===== src/rtl/de_pipe_reg.sv =====
// Decode/execute pipeline register: captures decoded fields each cycle, inserts
// a bubble on load-use hazards or branch flush, and holds on a downstream stall.
module de_pipe_reg #(
    parameter int XLEN  = 64,
    parameter int CNT_W = 32
) (
    input  logic             clk,
    input  logic             rst,
    input  logic             fd_valid,
    input  logic [XLEN-1:0]  fd_pc,
    input  logic [XLEN-1:0]  fd_rs1_data,
    input  logic [XLEN-1:0]  fd_rs2_data,
    input  logic [XLEN-1:0]  fd_imm,
    input  logic [4:0]       fd_rs1,
    input  logic [4:0]       fd_rs2,
    input  logic [4:0]       fd_rd,
    input  logic             fd_regWrite,
    input  logic             fd_memRead,
    input  logic             fd_memWrite,
    input  logic             fd_memToReg,
    input  logic             fd_aluSrc,
    input  logic             fd_branch,
    input  logic [3:0]       fd_aluOp,
    input  logic             ex_stall,
    input  logic             ex_flush,
    output logic             de_valid,
    output logic [XLEN-1:0]  de_pc,
    output logic [XLEN-1:0]  de_rs1_data,
    output logic [XLEN-1:0]  de_rs2_data,
    output logic [XLEN-1:0]  de_imm,
    output logic [4:0]       de_rs1,
    output logic [4:0]       de_rs2,
    output logic [4:0]       de_rd,
    output logic             de_regWrite,
    output logic             de_memRead,
    output logic             de_memWrite,
    output logic             de_memToReg,
    output logic             de_aluSrc,
    output logic             de_branch,
    output logic [3:0]       de_aluOp,
    output logic             hazard_stall,
    output logic [CNT_W-1:0] loaduse_count
);

    typedef struct packed {
        logic            valid;
        logic [XLEN-1:0] pc;
        logic [XLEN-1:0] rs1_data;
        logic [XLEN-1:0] rs2_data;
        logic [XLEN-1:0] imm;
        logic [4:0]      rs1;
        logic [4:0]      rs2;
        logic [4:0]      rd;
        logic            regWrite;
        logic            memRead;
        logic            memWrite;
        logic            memToReg;
        logic            aluSrc;
        logic            branch;
        logic [3:0]      aluOp;
    } de_t;

    de_t              r_de;
    de_t              w_fd;
    logic [CNT_W-1:0] r_cnt;
    logic             w_lu;

    // A non-valid decode slot still loads, but can never write anything.
    always_comb begin
        w_fd          = '0;
        w_fd.valid    = fd_valid;
        w_fd.pc       = fd_pc;
        w_fd.rs1_data = fd_rs1_data;
        w_fd.rs2_data = fd_rs2_data;
        w_fd.imm      = fd_imm;
        w_fd.rs1      = fd_rs1;
        w_fd.rs2      = fd_rs2;
        w_fd.rd       = fd_rd;
        w_fd.regWrite = fd_valid & fd_regWrite;
        w_fd.memRead  = fd_valid & fd_memRead;
        w_fd.memWrite = fd_valid & fd_memWrite;
        w_fd.memToReg = fd_valid & fd_memToReg;
        w_fd.aluSrc   = fd_valid & fd_aluSrc;
        w_fd.branch   = fd_valid & fd_branch;
        w_fd.aluOp    = fd_valid ? fd_aluOp : 4'd0;
    end

    assign w_lu = r_de.valid & r_de.memRead & (r_de.rd != 5'd0) & fd_valid &
                  ((r_de.rd == fd_rs1) | (r_de.rd == fd_rs2));

    assign hazard_stall = w_lu & ~ex_flush & ~ex_stall & ~rst;

    always_ff @(posedge clk) begin
        if (rst) begin
            r_de  <= '0;
            r_cnt <= '0;
        end else if (ex_flush) begin
            r_de <= '0;
        end else if (!ex_stall) begin
            if (w_lu) begin
                r_de <= '0;
                if (r_cnt != {CNT_W{1'b1}})
                    r_cnt <= r_cnt + 1'b1;
            end else begin
                r_de <= w_fd;
            end
        end
    end

    assign de_valid      = r_de.valid;
    assign de_pc         = r_de.pc;
    assign de_rs1_data   = r_de.rs1_data;
    assign de_rs2_data   = r_de.rs2_data;
    assign de_imm        = r_de.imm;
    assign de_rs1        = r_de.rs1;
    assign de_rs2        = r_de.rs2;
    assign de_rd         = r_de.rd;
    assign de_regWrite   = r_de.regWrite;
    assign de_memRead    = r_de.memRead;
    assign de_memWrite   = r_de.memWrite;
    assign de_memToReg   = r_de.memToReg;
    assign de_aluSrc     = r_de.aluSrc;
    assign de_branch     = r_de.branch;
    assign de_aluOp      = r_de.aluOp;
    assign loaduse_count = r_cnt;

endmodule


===== config.mk =====
export PLATFORM = sky130hd
export DESIGN_NAME = de_pipe_reg
export DESIGN_NICKNAME = d
export VERILOG_FILES = /design/src/rtl/de_pipe_reg.sv
export SDC_FILE = /design/constraint.sdc
export NUM_CORES = 1
export LEC_CHECK = 0
export BUFFER_PORTS_ARGS = -buffer_cell sky130_fd_sc_hd__buf_2
export CAP_MARGIN = 20
export CORE_AREA = 5 5 234 236
export CTS_CLUSTER_SIZE = 20
export DETAILED_ROUTE_END_ITERATION = 16
export DIE_AREA = 0 0 239 241
export PLACE_DENSITY = 0.53
export SYNTH_ARGS = -nofsm -noshare
export SYNTH_HDL_FRONTEND = slang
export SYNTH_SLANG_ARGS = --single-unit
export TNS_END_PERCENT = 10

===== constraint.sdc =====
create_clock -name clk -period 6.5 [get_ports clk]
set_input_delay 0.325 -clock clk [delete_from_list [all_inputs] [get_ports clk]]
set_output_delay 0.325 -clock clk [all_outputs]
set_load 0.05 [all_outputs]

==> metrics.md <==
| Metric | Value |
|---|---|
| RD Place Congestion | `0.864` |
| Async set or reset register ratio after synthesis | `0%` |
| Global-route wire length before repair | `approximately 66 mm` |
| Remaining number of nets flagged by the antenna check after routing | `0` |
| Number of DRC markers in iteration 0 | `roughly 670` |
| CP endpoint kind | `primary output` |
| Floorplan row count | `84` |
| Number of optimization iterations in the first detailed-route pass | `5` |
| DR vias | `12400` |
| Instance count after placement with tap cells included | `between 2000 and 3000` |
| Worst min-delay path category | `in2reg` |
| Synth top area cells | `sky130_fd_sc_hd__dfxtp_1 50%, sky130_fd_sc_hd__nand3b_1 16%, sky130_fd_sc_hd__a21oi_1 11%` |
| Max-Slew Margin vs Limit | `18.4%` |
| CTS resizes | `0` |
| Met1 Track Usage GR | `17.1%` |
| Top-Level Pins | `601` |
| Unique masters post-synth | `48` |
| Fraction of final layout cells with drive strength greater than 1 | `34.0%` |
| Sequential share of the synthesized area | `49.7%` |
| Aggregate global routing overflow | `0` |
| HPWL Detailed | `31.3 mm` |
| Storage element area | `6290 um^2` |
| Final sum of negative setup slack | `0 ns` |
| Setup Skew | `0.00859 ns` |
| GRT Max-Usage Layer | `met2` |
| Antenna violations before repair | `9` |
| Post-CTS Hold Fix Bufs | `4` |
| Critical path data required time | `6.17 ns` |
| Cell count of the worst reg-to-reg path | `7` |
| Maximum number of pins on one net before global-route repair | `283` |
| Post-synth EDFFs | `0` |
| Total setup buffers inserted after CTS | `0` |
| Die Height | `241 um` |
| Met2 track demand over resource in global routing | `23.4%` |
| Reported max-cap violation count | `0` |
| Synth cell count leaders | `314 x sky130_fd_sc_hd__dfxtp_1, 296 x sky130_fd_sc_hd__nand2_1, 282 x sky130_fd_sc_hd__a21oi_1` |
| Buffer depth of the longest clock path | `3` |
| Fin. max-slew vios | `0` |
| Vias in the first global route | `approximately 12000` |
| Clock-pin slew of the registers on the worst-case setup and hold paths | `0.05 ns` |
| Cell with the most instances after synthesis | `sky130_fd_sc_hd__dfxtp_1` |
| Starting density of the core | `24.2%` |
| DRC violation count after routing | `0` |
| Crit path launch type | `flop` |
| Unrepaired setup endpoints after global routing | `no` |
| Synth Net Count | `1768` |
| Drt total wl | `44.7 mm` |
| Vias per std cell | `4.55` |
| Primary flip-flop cell chosen by synthesis mapping | `sky130_fd_sc_hd__dfxtp_1` |
| TritonCTS clock tree | `yes` |
| Portion of the clock cycle consumed by the worst path in the final layout | `between 50 and 60%` |
| Mapped Area | `12700 um^2` |
| Final Hold Vio Count | `0` |
| Port buffer count | `600` |
| Largest fanout on the critical path | `107` |
| Non-Filler Instances | `between 2000 and 3000` |
| Final Util | `33.2%` |
| Number of standard cells after synthesis | `1481` |
| Pwr/cell area | `276 nW/um^2` |
| Clock root buffer master | `sky130_fd_sc_hd__clkbuf_16` |
| Die area | `57600 um^2` |
| Static leakage | `~7.5 nW` |
| Gr usage total | `14.0%` |
| Number of cells on the worst hold path | `3` |
| Run status | `finished, final reports clean` |
| Met3 Use GR | `4.90%` |
| Deepest level of the CTS H-tree | `2` |
| Footprint of the multi-input gates | `5730 um^2` |
| Final setup viols | `0` |
| Minimum period implied by the final worst setup slack | `around 3.7 ns` |
| Number of sinks driven by the clock tree | `314` |
| Average cell area after synthesis | `between 8 and 9 um^2` |
| X dimension of the die | `239 um` |
| Number of fill cells in the layout | `5554` |
| Synth-to-layout area growth | `37.2%` |
| Total number of yosys warnings | `0` |
| Highest ir drop seen on vdd | `0.145 mV` |
| Slew at the pin with the worst max-slew slack | `between 1 and 1.5 ns` |
| Post-synthesis register bit count | `314` |
| Arrival @ worst endpoint | `3.37 ns` |
| Clock latency at the later pin of the worst-skew pair | `0.53 ns` |
| Class of the most critical setup path | `reg2out` |
| Placeable Area | `52200 um^2` |
| Final #Nets | `2284` |
| Final worst hold slack | `around 0.057 ns` |
| Area fraction of the dominant cell type after synthesis | `49.7%` |
| Reg2Reg Setup Slack | `about 3.2 ns` |
| FMAX | `271 MHz` |
| WL/cell | `about 16 um` |
| Most area-hungry cell type in the Yosys netlist | `sky130_fd_sc_hd__dfxtp_1` |
| Number of CTS-inserted buffers | `39` |
cell families after synthesis:
family	after synthesis	share of synthesized area [%]
simple gates	684	30.2
flops	314	49.7
compound gates	310	12.7
buf+inv	142	5.15
xor+xnor	23	1.59
mux	7	0.613
fa+ha+maj	1	0.0989
metrics by stage:
stage	worst slack, ns	cell area [um^2]	total power [mW]
2_1_floorplan	3.51	12700	2.41
3_3_place_gp	3.23	16000	2.60
3_5_place_dp	3.18	16000	2.61
4_1_cts	2.78	17300	4.89
5_1_grt	2.60	17400	5.01
6_report	2.81	17400	4.79
critical path, stage by stage, from the launching register on:
cell and delay (ns):
sky130_fd_sc_hd__dfxtp_1 0.45, sky130_fd_sc_hd__xnor2_1 0.18, sky130_fd_sc_hd__nand3_1 0.13, sky130_fd_sc_hd__o22ai_2 0.72
sky130_fd_sc_hd__nand2_8 0.62, sky130_fd_sc_hd__nor3_1 0.36, sky130_fd_sc_hd__buf_2 0.31
metal layers:
layer  wire length [um]  share of wire [%]  vias to the layer above
li1                   -                  -                     6098
met1              17900                 40                     5726
met2              21500                 48                      461
met3               4140                9.2                       70
met4               1100                2.5                        6
met5                 47               0.11                        -
area by class of cell:
cell class / instances / share of cell area, %
diodes: 4 / 0.0577
clock buffers: 51 / 6.53
clock inverters: 17 / 1.10
inverters: 6 / 0.130
multi-input cells: 1025 / 33.0
flip-flops and latches: 314 / 36.2
well taps: 688 / 4.96
repair buffers: 611 / 18.0
flip-flops by register name, indices dropped and copies added (netlist names):
signal and count:
de_rd 5, de_regWrite 1, de_memRead 1, de_pc 64, de_memToReg 1, de_imm 64
de_branch 1, loaduse_count 32, de_rs1_data 64, de_rs2_data 64, de_memWrite 1, de_aluSrc 1
de_valid 1, de_rs1 5, de_rs2 5, de_aluOp 4
worst paths after layout:
| path | from | to |
|---|---|---|
| worst max-delay path | de_rd[4] | hazard_stall |
| worst min-delay path | fd_imm[14] | de_imm[14] |
| worst max register to register | de_rd[4] | de_rs2_data[15] |
| worst min register to register | de_pc[29] | de_pc[29] |
cells in the final DEF (no fill, tap or decap), drive strengths merged, types with 5 or more instances in the layout:
cell type and n:
nand4 13, nor2 33, nor2b 6, buf 607
clkbuf 51, xor2 12, nand3b 275, o21ai 15
nand3 29, or4 5, nand2 297, inv 6
dfxtp 314, clkinv 11, xnor2 11, mux2 6
a21oi 283
where the power goes:
part           internal, mW  switching [mW]  leakage (nW)  total [mW]
logic                 0.180           0.376          4.26       0.556
clock network          1.38           0.845         0.659        2.23
registers              1.98          0.0285          2.55        2.01
Power figures use the tool's default switching activity.
